$ cat config.mk
export PLATFORM = sky130hd
export DESIGN_NAME = truth_table_scanner_flat
export DESIGN_NICKNAME = d
export VERILOG_FILES = /design/src/rtl/truth_table_scanner_if.sv /design/src/rtl/truth_table_scanner.sv /design/src/flat_wrapper.sv
export SDC_FILE = /design/constraint.sdc
export NUM_CORES = 1
export LEC_CHECK = 0
export ABC_AREA = 1
export BUFFER_PORTS_ARGS = -buffer_cell sky130_fd_sc_hd__buf_2
export CAP_MARGIN = 0
export CORE_UTILIZATION = 55
export DETAILED_ROUTE_END_ITERATION = 12
export PLACE_DENSITY = 0.76
export SYNTH_ARGS = -nofsm -noshare
export SYNTH_HDL_FRONTEND = slang
export SYNTH_SLANG_ARGS = --single-unit
$ cat constraint.sdc
create_clock -name clk -period 19.96 [get_ports clk]
set_input_delay 5.988 -clock clk [delete_from_list [all_inputs] [get_ports clk]]
set_output_delay 5.988 -clock clk [all_outputs]
set_load 0.05 [all_outputs]
$ cat src/rtl/truth_table_scanner_if.sv
// Bundle between the truth-table scanner, its requester and the
// function block under test.
interface truth_table_scanner_if;
    logic        start;
    logic [15:0] expected;
    logic        x;
    logic        y;
    logic        w;
    logic        z;
    logic        s;
    logic        busy;
    logic        done;
    logic        pass;
    logic [15:0] truth_table;
    logic [4:0]  mismatch_count;
    logic [3:0]  fail_index;

    modport master (
        output start,
        output expected,
        output s,
        input  x,
        input  y,
        input  w,
        input  z,
        input  busy,
        input  done,
        input  pass,
        input  truth_table,
        input  mismatch_count,
        input  fail_index
    );

    modport slave (
        input  start,
        input  expected,
        input  s,
        output x,
        output y,
        output w,
        output z,
        output busy,
        output done,
        output pass,
        output truth_table,
        output mismatch_count,
        output fail_index
    );
endinterface

$ cat src/rtl/truth_table_scanner.sv
// Sweeps all 16 {x,y,w,z} vectors through a 4-input function block,
// captures its truth table and compares it with a latched mask.
module truth_table_scanner #(
    parameter int unsigned SETTLE_CYCLES = 1
) (
    input logic                   clk,
    input logic                   reset,
    truth_table_scanner_if.slave  bus
);
    typedef enum logic [1:0] {
        IDLE,
        SCAN,
        DONE
    } state_e;

    localparam logic [2:0] DWELL_LAST = 3'(SETTLE_CYCLES);

    state_e      state_q, state_d;
    logic [3:0]  vec_q, vec_d;
    logic [2:0]  dwell_q, dwell_d;
    logic [15:0] exp_q, exp_d;
    logic [15:0] tt_q, tt_d;
    logic        pass_q, pass_d;
    logic [4:0]  mm_q, mm_d;
    logic [3:0]  fi_q, fi_d;

    logic [15:0] tt_fin;
    logic [15:0] diff;
    logic [4:0]  pop;
    logic [3:0]  low;

    // Table including the sample taken at this edge, so the
    // final vector's bit is in the result computed at DONE entry.
    always_comb begin
        tt_fin        = tt_q;
        tt_fin[vec_q] = bus.s;
        diff          = tt_fin ^ exp_q;
        pop           = '0;
        low           = '0;
        for (int i = 15; i >= 0; i--) begin
            if (diff[i]) begin
                pop = pop + 5'd1;
                low = 4'(i);
            end
        end
    end

    always_comb begin
        state_d = state_q;
        vec_d   = vec_q;
        dwell_d = dwell_q;
        exp_d   = exp_q;
        tt_d    = tt_q;
        pass_d  = pass_q;
        mm_d    = mm_q;
        fi_d    = fi_q;
        unique case (state_q)
            IDLE: begin
                if (bus.start) begin
                    state_d = SCAN;
                    exp_d   = bus.expected;
                    vec_d   = '0;
                    dwell_d = '0;
                    tt_d    = '0;
                    pass_d  = 1'b0;
                    mm_d    = '0;
                    fi_d    = '0;
                end
            end
            SCAN: begin
                if (dwell_q == DWELL_LAST) begin
                    tt_d = tt_fin;
                    if (vec_q == 4'd15) begin
                        state_d = DONE;
                        pass_d  = (diff == '0);
                        mm_d    = pop;
                        fi_d    = low;
                    end else begin
                        vec_d   = vec_q + 4'd1;
                        dwell_d = '0;
                    end
                end else begin
                    dwell_d = dwell_q + 3'd1;
                end
            end
            DONE: begin
                state_d = IDLE;
            end
            default: begin
                state_d = IDLE;
            end
        endcase
    end

    always_ff @(posedge clk) begin
        if (reset) begin
            state_q <= IDLE;
            vec_q   <= '0;
            dwell_q <= '0;
            exp_q   <= '0;
            tt_q    <= '0;
            pass_q  <= 1'b0;
            mm_q    <= '0;
            fi_q    <= '0;
        end else begin
            state_q <= state_d;
            vec_q   <= vec_d;
            dwell_q <= dwell_d;
            exp_q   <= exp_d;
            tt_q    <= tt_d;
            pass_q  <= pass_d;
            mm_q    <= mm_d;
            fi_q    <= fi_d;
        end
    end

    assign {bus.x, bus.y, bus.w, bus.z} =
        (state_q == SCAN) ? vec_q : 4'b0000;
    assign bus.busy           = (state_q == SCAN);
    assign bus.done           = (state_q == DONE);
    assign bus.pass           = pass_q;
    assign bus.truth_table    = tt_q;
    assign bus.mismatch_count = mm_q;
    assign bus.fail_index     = fi_q;
endmodule

$ cat src/flat_wrapper.sv
// flat-port wrapper written by rule: the top's interface ports become plain ports
module truth_table_scanner_flat 
#(
    parameter int unsigned SETTLE_CYCLES = 1
)
  (clk, reset, bus_start, bus_expected, bus_s, bus_x, bus_y, bus_w, bus_z, bus_busy, bus_done, bus_pass, bus_truth_table, bus_mismatch_count, bus_fail_index);
  truth_table_scanner_if bus_i ();
  input logic clk;
  input logic reset;
  input wire logic [$bits(bus_i.start)-1:0] bus_start;
  input wire logic [$bits(bus_i.expected)-1:0] bus_expected;
  input wire logic [$bits(bus_i.s)-1:0] bus_s;
  output wire logic [$bits(bus_i.x)-1:0] bus_x;
  output wire logic [$bits(bus_i.y)-1:0] bus_y;
  output wire logic [$bits(bus_i.w)-1:0] bus_w;
  output wire logic [$bits(bus_i.z)-1:0] bus_z;
  output wire logic [$bits(bus_i.busy)-1:0] bus_busy;
  output wire logic [$bits(bus_i.done)-1:0] bus_done;
  output wire logic [$bits(bus_i.pass)-1:0] bus_pass;
  output wire logic [$bits(bus_i.truth_table)-1:0] bus_truth_table;
  output wire logic [$bits(bus_i.mismatch_count)-1:0] bus_mismatch_count;
  output wire logic [$bits(bus_i.fail_index)-1:0] bus_fail_index;
  assign bus_i.start = bus_start;
  assign bus_i.expected = bus_expected;
  assign bus_i.s = bus_s;
  assign bus_x = bus_i.x;
  assign bus_y = bus_i.y;
  assign bus_w = bus_i.w;
  assign bus_z = bus_i.z;
  assign bus_busy = bus_i.busy;
  assign bus_done = bus_i.done;
  assign bus_pass = bus_i.pass;
  assign bus_truth_table = bus_i.truth_table;
  assign bus_mismatch_count = bus_i.mismatch_count;
  assign bus_fail_index = bus_i.fail_index;
  truth_table_scanner #(.SETTLE_CYCLES(SETTLE_CYCLES)) u_core (.clk(clk), .reset(reset), .bus(bus_i));
endmodule
Word level (Yosys, flattened, before mapping)
Index checks and enable logic that the tools add are counted.
Operators by class
  add/sub/neg operators: 17
  order comparisons: 2
  eq/ne operators: 9
  multiplexer cells: 62
  bitwise operators: 1
  reductions and logical operators: 10
Operator list (number)
  2-to-1 mux 5 bit: 18
  2-to-1 mux 4 bit: 22
  adder 5 x 1 -> 5 bit, second input constant: 14
  2-to-1 mux 16 bit: 2
  one-hot mux 16 bit (2 select lines): 1
  bitwise mux 16 bit: 1
  zero test 16 bit: 1
  one-hot mux 4 bit (2 select lines): 2
  bitwise XOR 16 bit: 1
  one-hot mux 5 bit (2 select lines): 1
  2-to-1 mux 3 bit: 3
  AND reduction 3 bit: 3
  AND reduction 4 bit: 2
  2-to-1 mux 2 bit: 3
  one-hot mux 3 bit (2 select lines): 1
  < comparator 4 x 5 -> 1 bit, second input constant: 1
  2-to-1 mux 1 bit: 5
  adder 4 x 1 -> 4 bit, second input constant: 1
  demux 1 bit (select 4 bit): 1
  == test 4 bit, second input constant: 1
  greater-or-equal comparator 4 x 1 -> 1 bit, second input constant: 1
  != test 2 x 1 -> 1 bit, second input constant: 2
  != test 2 bit, second input constant: 2
  one-hot mux 2 bit (2 select lines): 1
  11 further kinds: 11
Storage, ports and cells
  bits in registers: 51
  input port bits: 20
  output and inout port bits: 32
  logic and storage cells: 109

Depth between registers and ports, before layout
Gate-level depths: netlist of run 1.
  depth in word-level cells: 40
  mapped depth: 54
  depth with buffers taken out: 54

Least setup slack after synthesis of run 1
OpenSTA, ideal clock, no wires.
  kind: input -> register
  start: input port bus_s
  end: register u_core.mm_q[1], in the netlist u_core.bus.mismatch_count[1]
  library setup time: 0.134 ns
  arrival time: 12.902 ns
  required time: 19.826 ns
  slack: 6.924 ns
  cell stages on the path: 46
  path buffers: 1
  path through: inv_2 -> buf_4 -> o21ai_0 -> xnor2_1 -> ha_1 -> nand3_1 -> nand2_2 -> inv_1 -> ha_1 -> or2_2 -> nand2_1 -> a31oi_1 -> a22o_1 -> ha_1 -> nand2_1 -> nand2_1 -> nand3_1 -> a21oi_1 -> [... 10 more ...] -> o21ai_1 -> ha_1 -> or2_2 -> nand2_1 -> nand2_1 -> nand2_1 -> o21ai_1 -> ha_1 -> or2_2 -> nand2_1 -> inv_1 -> ha_1 -> nand2_1 -> o21ai_1 -> ha_1 -> or2_2 -> o211ai_1 -> a21oi_1
Between the ends
  longest elaborated chain between the ends: 36
RTL lines
  start: declaration: line flat_wrapper.sv:12  | input wire logic [$bits(bus_i.s)-1:0] bus_s;
  bitwise mux 16 bit *: line truth_table_scanner.sv:36  | tt_fin[vec_q] = bus.s;
  bitwise XOR 16 bit *: line truth_table_scanner.sv:37  | diff = tt_fin ^ exp_q;
  2-to-1 mux 1 bit: line truth_table_scanner.sv:41  | if (diff[i]) begin
  adder 1 x 1 -> 2 bit: line truth_table_scanner.sv:42  | pop = pop + 5'd1;
  2-to-1 mux 5 bit: line truth_table_scanner.sv:41
  adder 5 x 1 -> 5 bit: line truth_table_scanner.sv:42
  2-to-1 mux 5 bit: line truth_table_scanner.sv:41
  adder 5 x 1 -> 5 bit: line truth_table_scanner.sv:42
  [... 20 more ...]
  2-to-1 mux 5 bit: line truth_table_scanner.sv:41
  adder 5 x 1 -> 5 bit: line truth_table_scanner.sv:42
  2-to-1 mux 5 bit: line truth_table_scanner.sv:41
  adder 5 x 1 -> 5 bit: line truth_table_scanner.sv:42
  2-to-1 mux 5 bit *: line truth_table_scanner.sv:41
  2-to-1 mux 5 bit *: line truth_table_scanner.sv:73  | if (vec_q == 4'd15) begin
  2-to-1 mux 5 bit *: line truth_table_scanner.sv:71  | if (dwell_q == DWELL_LAST) begin
  one-hot mux 5 bit (2 select lines) *: line truth_table_scanner.sv:57  | unique case (state_q)
  end signal: assignment: line truth_table_scanner.sv:112  | mm_q <= mm_d;
  end: declaration: line truth_table_scanner.sv:24  | logic [4:0] mm_q, mm_d;
Mark *: on every way between the ends. The rest lies on a longest branch, timed or not. The select of a mux whose other input is x is not followed.
A chain may end at the register's enable or synchronous reset.

Worst setup path in the final report of run 1
  start: input port bus_s
  end: register u_core.mm_q[4], in the netlist u_core.bus.mismatch_count[4]
The elaborated chain is that of the path after synthesis.

==> results of run 1 <==
-- metal layers --
metal | GRT usage | wire, um | up-vias
li1 | - | - | 2507
met1 | 0.336 | 5090 | 2075
met2 | 0.470 | 5090 | 111
met3 | 0.0251 | 509 | 24
met4 | 0.0974 | 277 | 0
met5 | 0 | 0 | -
-- registers in the layout (all words and copies together) (netlist names) --
name                       count
u_core.bus.truth_table        16
u_core.exp_q                  16
u_core.bus.mismatch_count      5
u_core.bus.fail_index          4
u_core.vec_q                   4
u_core.dwell_q                 3
u_core.state_q                 2
u_core.bus.pass                1
-- final timing paths --
check,from,end,slack [ps]
hold / removal,u_core.exp_q[11],u_core.exp_q[11],470
setup reg to reg,u_core.vec_q[2],u_core.bus.mismatch_count[4],11420
setup / recovery,bus_s,u_core.bus.mismatch_count[4],6550
hold reg to reg,u_core.exp_q[11],u_core.exp_q[11],470
-- through the flow --
| step | hold slack (ps) | power, mW | setup WS (ps) | area, um2 | utilization |
|---|---|---|---|---|---|
| after global routing | 498 | 0.394 | 5860 | 5100 | 0.624 |
| after floorplan | 442 | 0.244 | 6920 | 4640 | - |
| after global placement | 453 | 0.268 | 6500 | 4960 | 0.607 |
| after detailed placement | 456 | 0.274 | 6220 | 4960 | 0.607 |
| final | 470 | 0.361 | 6550 | 5100 | 0.624 |
| after CTS | 471 | 0.363 | 6550 | 5100 | 0.624 |
-- power groups by stage --
stage	combinational (mW)	sequential, mW	clock [mW]
2_1_floorplan	0.134	0.110	0
3_3_place_gp	0.157	0.111	0
3_5_place_dp	0.163	0.111	0
4_1_cts	0.164	0.108	0.0908
5_1_grt	0.192	0.109	0.0939
6_report	0.164	0.108	0.0890
-- final cells by class --
class,instances,area (um2)
Tap cell,105,131
Clock inverter,3,71.3
Sequential cell,51,1020
Fill cell,807,3070
Clock buffer,5,68.8
Timing Repair Buffer,51,255
Multi-Input combinational cell,582,3140
Inverter,110,415
-- Yosys cell counts, drive strengths merged, types with 2 or more instances --
master / n
nand2: 229
inv: 105
nor2: 92
nand3: 91
dfxtp: 51
o21ai: 47
a21oi: 42
ha: 22
clkbuf: 9
xnor2: 9
xor2: 9
or2: 7
nand4: 6
nor3: 6
clkinv: 5
nand3b: 4
o211ai: 4
buf: 3
o21a: 3
a31oi: 2
o21bai: 2
o31ai: 2
-- worst min-delay path, stage by stage (launching register included) --
cell and delay [ps]:
sky130_fd_sc_hd__dfxtp_1 320, sky130_fd_sc_hd__inv_1 60, sky130_fd_sc_hd__a21oi_1 50
-- cells by family (layout without fill, tap and decap cells) --
family / count (synthesis) / after routing / share of synthesized area
compound gates: 106 / 106 / 0.128
xor+xnor: 18 / 18 / 0.0437
fa+ha+maj: 22 / 22 / 0.0593
buf+inv: 122 / 169 / 0.103
flops: 51 / 51 / 0.220
simple gates: 436 / 436 / 0.446
==> results.txt, run 1 <==
----------------------------------------------------
[Run status]
  Run status ... completed

[Yosys]
  Number of instances in the synthesized netlist ... approximately 760
  Post-synthesis average cell area ... roughly 6.1 um2
  Count of yosys warnings during synthesis ... 0
  Cells taking the most area after synthesis ... sky130_fd_sc_hd__dfxtp_1 (22%), sky130_fd_sc_hd__nand2_1 (15%), sky130_fd_sc_hd__nand3_1 (7.3%)
  Sequential-to-total area share from yosys stat ... 0.220
  Fraction of synthesized cell area taken by the top area cell type ... 0.220
  Distinct cell type count after synthesis ... 43
  Count of state elements after synthesis ... 51
  Post-synthesis cell type with the largest combined area ... sky130_fd_sc_hd__dfxtp_1
  Net count after synthesis ... about 800
  Most instantiated flip-flop cell in the synthesis netlist ... sky130_fd_sc_hd__dfxtp_1
  EDFF count, synth ... 0
  Post-synth design cell area ... roughly 4600 um2
  Proportion of register bits with asynchronous set or reset after synthesis ... 0

[Timing]
  Final Hold Violating Endpoints ... 0
  Transition time at the pin with the least slew margin ... ~1100 ps
  Max-slew violations ... 0
  Final Skew ... ~11 ps
  RSZ-0062 raised after global routing ... false
  Worst relative slew slack ... 0.278
  Final min period ... about 13000 ps
  Count of final setup violators ... 0
  Final sum of negative setup slack ... 0 ps
  Period utilisation layout ... 0.672
  Highest Clock Rate ... around 0.075 GHz

[Drt]
  Average via count per standard cell ... about 5.2
  Iteration-0 DRC count of the detailed router ... between 200 and 250
  First-pass DRT Iterations ... 5
  Residual DRC ... 0
  Wire length reported by the detailed router ... between 10000 and 15000 um
  Number of vias in the routed layout ... 4717
  Post-route antenna net violation count ... 0
  Routed wirelength normalized by instance count ... 12.1 um

[Place]
  Number of placed instances with taps included ... 899
  Detailed placer's ending HPWL ... a little under 9000 um
  Buffers added on ports ... 51
  Final Wtd Congestion ... about 0.95

[Clocking]
  Htree depth ... 2
  Max clock buf depth ... 2
  Count of hold-fix buffers inserted at cts ... 0
  Number of clock sinks seen by CTS ... 51
  Number of buffers inserted by post-CTS setup repair ... 0
  CTS root buffer ... sky130_fd_sc_hd__clkbuf_8
  Post-cts sizing count ... 0
  CTS clock-pin slew for the worst setup and hold paths ... around 110 ps
  Clock latency on the worst-skew pair ... 310 ps
  Cts bufs inserted ... 5
  Clock tree from TritonCTS ... built

[Setup path]
  Most frequent cell on the critical path ... sky130_fd_sc_hd__nand2_1
  Type of the worst setup path ... primary input to flop
  Arrival @ worst endpoint ... between 10000 and 15000 ps
  CP max stage delay ... between 300 and 400 ps
  Sum of buffers and inverters on the critical path ... 5
  Cell with the largest stage delay on the worst path ... sky130_fd_sc_hd__xnor2_1
  Depth of the worst register-to-register path ... a little under 50
  Total number of cells along the worst setup path ... 49
  Kind of cell with the highest combined delay on the critical path ... simple AND/OR/NAND/NOR gates
  Critical Path Sink Type ... flop
  Required time worst endpoint ... about 20000 ps
  Worst setup SP type ... primary input
  Worst-path maximum fanout ... 12

[Power and ir drop]
  Proportion of power drawn by flip-flops and latches ... 0.300
  Total net switching power ... 0.149 mW
  Switching power share of the total ... 0.411
  P_int ... approximately 0.21 mW
  Ratio of total power to cell area ... between 70 and 80 nW/um2
  Leak pwr ... roughly 2.5 nW
  Maximum vdd drop ... ~0.000042 V
  Clk network pwr share ... 0.246
  Comb power frac ... 0.454

[Layout]
  Commonest non-fill, non-tap cell in the layout ... sky130_fd_sc_hd__nand2_1
  Post-route non-filler standard cell count ... about 900
  Commonest cells after routing, fill and taps aside ... sky130_fd_sc_hd__nand2_1 (191), sky130_fd_sc_hd__inv_1 (89), sky130_fd_sc_hd__nor2_1 (87)
  Number of antenna diodes ... 0
  Area growth from synthesis to layout ... 9.98%
  Fraction of final layout cells sized beyond drive strength 1 ... 0.193
  Net total in the final layout ... 843

[Die]
  Ports placed on the boundary ... between 50 and 60
  Initial Util ... 0.567
  Number of placement rows ... 33
  X dimension of the die ... 93.8 um
  Die Area ... 8800 um2
  Die Ht ... 93.8 um
  Area inside the core boundary ... 8180 um2

[Job]
  Number of maximum-capacitance constraint violations ... 0

[Global route]
  Number of global-route vias before repair ... approximately 4.4k
  Overflow left after global routing ... 0
  Largest net degree at the start of global routing ... 34
  Gr usage total ... 0.267
  First-pass GRT wire length ... around 19000 um
  Antenna violations before repair ... 0

[Worst hold path]
  Hold path depth ... 2
  Type of the worst min-delay path ... flop to flop

----------------------------------------------------
Power figures use the tool's default switching activity.
==> run 2, diff against run 1 <==
Settings changed: ABC_AREA 1 to 0, CORE_UTILIZATION 55 to 54, PLACE_DENSITY 0.76 to 0.77.
Clock period 19.96 ns to 11.5 ns, I/O delays scaled along.
==> results.txt, run 2 <==
----------------------------------------------------
[Yosys]
  Most instantiated library cell after synthesis ... sky130_fd_sc_hd__nand2_1 (unchanged)
  Fraction of synthesized cell area taken by the top area cell type ... 0.215 (was 0.220)
  Proportion of register bits with asynchronous set or reset after synthesis ... 0 (unchanged)
  Net count after synthesis ... 648 (was 797)
  Top cells by count, synth ... sky130_fd_sc_hd__nand2_1 (79), sky130_fd_sc_hd__a21oi_1 (59), sky130_fd_sc_hd__nor2_1 (54) (was sky130_fd_sc_hd__nand2_1 (191), sky130_fd_sc_hd__inv_1 (89), sky130_fd_sc_hd__nor2_1 (87))
  Post-synthesis cell type with the largest combined area ... sky130_fd_sc_hd__dfxtp_1 (unchanged)
  Post-synth design cell area ... 4760 um2 (was 4640 um2)
  Distinct cell type count after synthesis ... 69 (was 43)
  Post-synthesis average cell area ... 7.85 um2 (was 6.14 um2)
  Most instantiated flip-flop cell in the synthesis netlist ... sky130_fd_sc_hd__dfxtp_1 (unchanged)
  Cells taking the most area after synthesis ... sky130_fd_sc_hd__dfxtp_1 (21%), sky130_fd_sc_hd__xnor2_1 (7.4%), sky130_fd_sc_hd__nand2_1 (6.2%) (was sky130_fd_sc_hd__dfxtp_1 (22%), sky130_fd_sc_hd__nand2_1 (15%), sky130_fd_sc_hd__nand3_1 (7.3%))
  Count of yosys warnings during synthesis ... 0 (unchanged)
  Sequential-to-total area share from yosys stat ... 0.215 (was 0.220)
  Number of instances in the synthesized netlist ... 606 (was 755)
  EDFF count, synth ... 0 (unchanged)
  Count of state elements after synthesis ... 51 (unchanged)

[Layout]
  Commonest non-fill, non-tap cell in the layout ... sky130_fd_sc_hd__nand2_1 (unchanged)
  Filler cell count ... 739 (was 807)
  Area growth from synthesis to layout ... 11.0% (was 9.98%)
  Number of antenna diodes ... 0 (unchanged)
  Core occupancy in the finished layout ... 0.630 (was 0.624)
  Net total in the final layout ... 691 (was 843)
  Commonest cells after routing, fill and taps aside ... sky130_fd_sc_hd__nand2_1 (78), sky130_fd_sc_hd__a21oi_1 (57), sky130_fd_sc_hd__nor2_1 (54) (was sky130_fd_sc_hd__nand2_1 (191), sky130_fd_sc_hd__inv_1 (89), sky130_fd_sc_hd__nor2_1 (87))
  Fraction of final layout cells sized beyond drive strength 1 ... 0.165 (was 0.193)

[Timing]
  Max-slew violations ... 0 (unchanged)
  Transition time at the pin with the least slew margin ... 973 ps (was 1070 ps)
  Final Hold Violating Endpoints ... 0 (unchanged)
  Final min period ... 11080 ps
  Highest Clock Rate ... 0.0903 GHz
  Fin Hold WS ... 471 ps (was 470 ps)
  Final sum of negative setup slack ... 0 ps (unchanged)
  Count of final setup violators ... 0 (unchanged)
  Period utilisation layout ... 0.963
  Final Skew ... 8.99 ps (was 10.7 ps)
  Worst relative slew slack ... 0.347 (was 0.278)

[Setup path]
  CP max stage delay ... 380 ps (was 330 ps)
  Kind of cell with the highest combined delay on the critical path ... adder cells (was simple AND/OR/NAND/NOR gates)
  Cell with the largest stage delay on the worst path ... sky130_fd_sc_hd__ha_1 (was sky130_fd_sc_hd__xnor2_1)
  Type of the worst setup path ... primary input to flop (unchanged)
  Arrival @ worst endpoint ... 11290 ps (was 13600 ps)
  Worst setup SP type ... primary input (unchanged)
  Critical Path Sink Type ... flop (unchanged)
  Required time worst endpoint ... 11710 ps (was 20150 ps)
  Worst-path maximum fanout ... 9 (was 12)
  Sum of buffers and inverters on the critical path ... 3 (was 5)
  Most frequent cell on the critical path ... sky130_fd_sc_hd__ha_1 (was sky130_fd_sc_hd__nand2_1)

[Global route]
  Antenna violations before repair ... 0 (unchanged)
  Gr usage total ... 0.275 (was 0.267)
  Most congested layer reported by global routing ... met2 (unchanged)
  First-pass GRT wire length ... 19700 um (was 19100 um)
  Largest net degree at the start of global routing ... 51 (was 34)
  Number of global-route vias before repair ... 4040 (was 4374)
  Met2 demand-to-capacity share in global routing ... 0.488 (was 0.470)
  Overflow left after global routing ... 0 (unchanged)
  GR Util met3 ... 0.0253 (was 0.0251)
  Global routing met1 resource utilization ... 0.367 (was 0.336)

[Worst hold path]
  Type of the worst min-delay path ... flop to flop (unchanged)

[Clocking]
  Cts bufs inserted ... 5 (unchanged)
  CTS root buffer ... sky130_fd_sc_hd__clkbuf_8 (unchanged)
  Clock latency on the worst-skew pair ... 310 ps (about the same)
  Number of clock sinks seen by CTS ... 51 (unchanged)
  CTS clock-pin slew for the worst setup and hold paths ... 90 ps (was 110 ps)
  Max clock buf depth ... 2 (unchanged)
  Clock tree from TritonCTS ... built (unchanged)
  Htree depth ... 2 (unchanged)

[Drt]
  Wire length reported by the detailed router ... 12400 um (was 11000 um)
  Routed wirelength normalized by instance count ... 16.4 um (was 12.1 um)
  Post-route antenna net violation count ... 0 (unchanged)
  Number of vias in the routed layout ... 4546 (was 4717)
  Iteration-0 DRC count of the detailed router ... 273 (was 203)
  Average via count per standard cell ... 6.02 (was 5.20)
  Residual DRC ... 0 (unchanged)
  First-pass DRT Iterations ... 5 (unchanged)

[Place]
  Detailed placer's ending HPWL ... 9220 um (was 8830 um)
  Buffers added on ports ... 51 (unchanged)
  Final Wtd Congestion ... 0.899 (was 0.951)

[Die]
  Number of placement rows ... 33 (unchanged)
  X dimension of the die ... 95.8 um (was 93.8 um)
  Die Ht ... 95.8 um (was 93.8 um)
  Ports placed on the boundary ... 52 (unchanged)
  Die Area ... 9190 um2 (was 8800 um2)
  Initial Util ... 0.567 (about the same)
  Area inside the core boundary ... 8380 um2 (was 8180 um2)

[Run status]
  Run status ... completed (unchanged)

[Job]
  Number of maximum-capacitance constraint violations ... 0 (unchanged)

[Power and ir drop]
  Leak pwr ... 2.24 nW (was 2.53 nW)
  Ratio of total power to cell area ... 110 nW/um2 (was 70.9 nW/um2)
  Maximum vdd drop ... 0.0000794 V (was 0.0000425 V)

----------------------------------------------------
run 2: cell types whose count changed after synthesis, moves of 15 or more:
cell	before	now
sky130_fd_sc_hd__nand2_1	191	79
sky130_fd_sc_hd__mux2i_1	0	22
sky130_fd_sc_hd__nand3_1	68	13
sky130_fd_sc_hd__nor2_1	87	54
sky130_fd_sc_hd__nand3_2	22	0
sky130_fd_sc_hd__a21oi_1	41	59
sky130_fd_sc_hd__inv_2	15	0
sky130_fd_sc_hd__nor2b_1	0	16
sky130_fd_sc_hd__inv_1	89	11
sky130_fd_sc_hd__nand2_2	34	0
sky130_fd_sc_hd__xor2_1	6	27
sky130_fd_sc_hd__a22oi_1	0	16
sky130_fd_sc_hd__xnor2_1	9	40
run 2: path summary, 6_finish.rpt:
path | to | depth (start not counted) | slack, ps | startpoint
worst min-delay path | u_core.bus.fail_index[0] | 2 | 470 | u_core.bus.fail_index[0]
worst min register to register | u_core.bus.fail_index[0] | 2 | 470 | u_core.bus.fail_index[0]
worst max-delay path | u_core.bus.mismatch_count[4] | 44 | 420 | bus_s
worst max register to register | u_core.bus.mismatch_count[4] | 45 | 2510 | u_core.vec_q[0]
run 2: worst min-delay path, cell delays in order (launching register included):
cell and delay [ps]:
sky130_fd_sc_hd__dfxtp_1 320, sky130_fd_sc_hd__nand2_1 50, sky130_fd_sc_hd__a21oi_1 60
run 2: per-stage QoR:
| stage | instances | setup slack [ps] | area, um2 | power (mW) |
|---|---|---|---|---|
| 2_1_floorplan | 606 | 214 | 4760 | 0.403 |
| 3_3_place_gp | 738 | 267 | 5040 | 0.442 |
| 3_5_place_dp | 738 | -133 | 5040 | 0.451 |
| 4_1_cts | 746 | 169 | 5120 | 0.555 |
| 5_1_grt | 755 | -92.3 | 5280 | 0.619 |
| 6_report | 755 | 423 | 5280 | 0.584 |
run 2: routing by layer:
layer | up-vias | share of wire
met1 | 2150 | 0.45
met4 | 0 | 0.013
met3 | 18 | 0.053
met2 | 156 | 0.48
met5 | - | 0
li1 | 2222 | -
run 2: report_power, final:
part	switching [mW]	leakage, nW	total, mW	internal, mW
Sequential	0.00467	0.414	0.185	0.181
Clock	0.0620	0.0412	0.105	0.0427
Combinational	0.165	1.79	0.293	0.129
Total	0.232	2.24	0.584	0.352
run 2: repair_timing:
item | 4_1_cts | 5_1_grt
hold buffers | 0 | 0
resized for setup | 0 | 14
setup endpoints to repair | 0 | 4
setup buffers | 0 | 9
hold endpoints to repair | 0 | 0
run 2: final cells by class:
cell class                 instances  area [um2]  area share
clock inverter                     2        12.5     0.00237
tap                              105         131      0.0249
multi-input combinational        514        3630       0.688
inverter                          13        56.3      0.0107
timing repair buffer              64         353      0.0668
sequential                        51        1020       0.193
clock buffer                       6        72.6      0.0137
run 2: kinds of logic after synthesis:
family                     share of synthesized area
AOI/OAI and AO/OA                              0.201
xor gates and xnor gates                       0.187
muxes                                         0.0558
adders and majority gates                     0.0600
and+or+nand+nor                                0.242
buffers and inverters                         0.0397
DFF                                            0.215
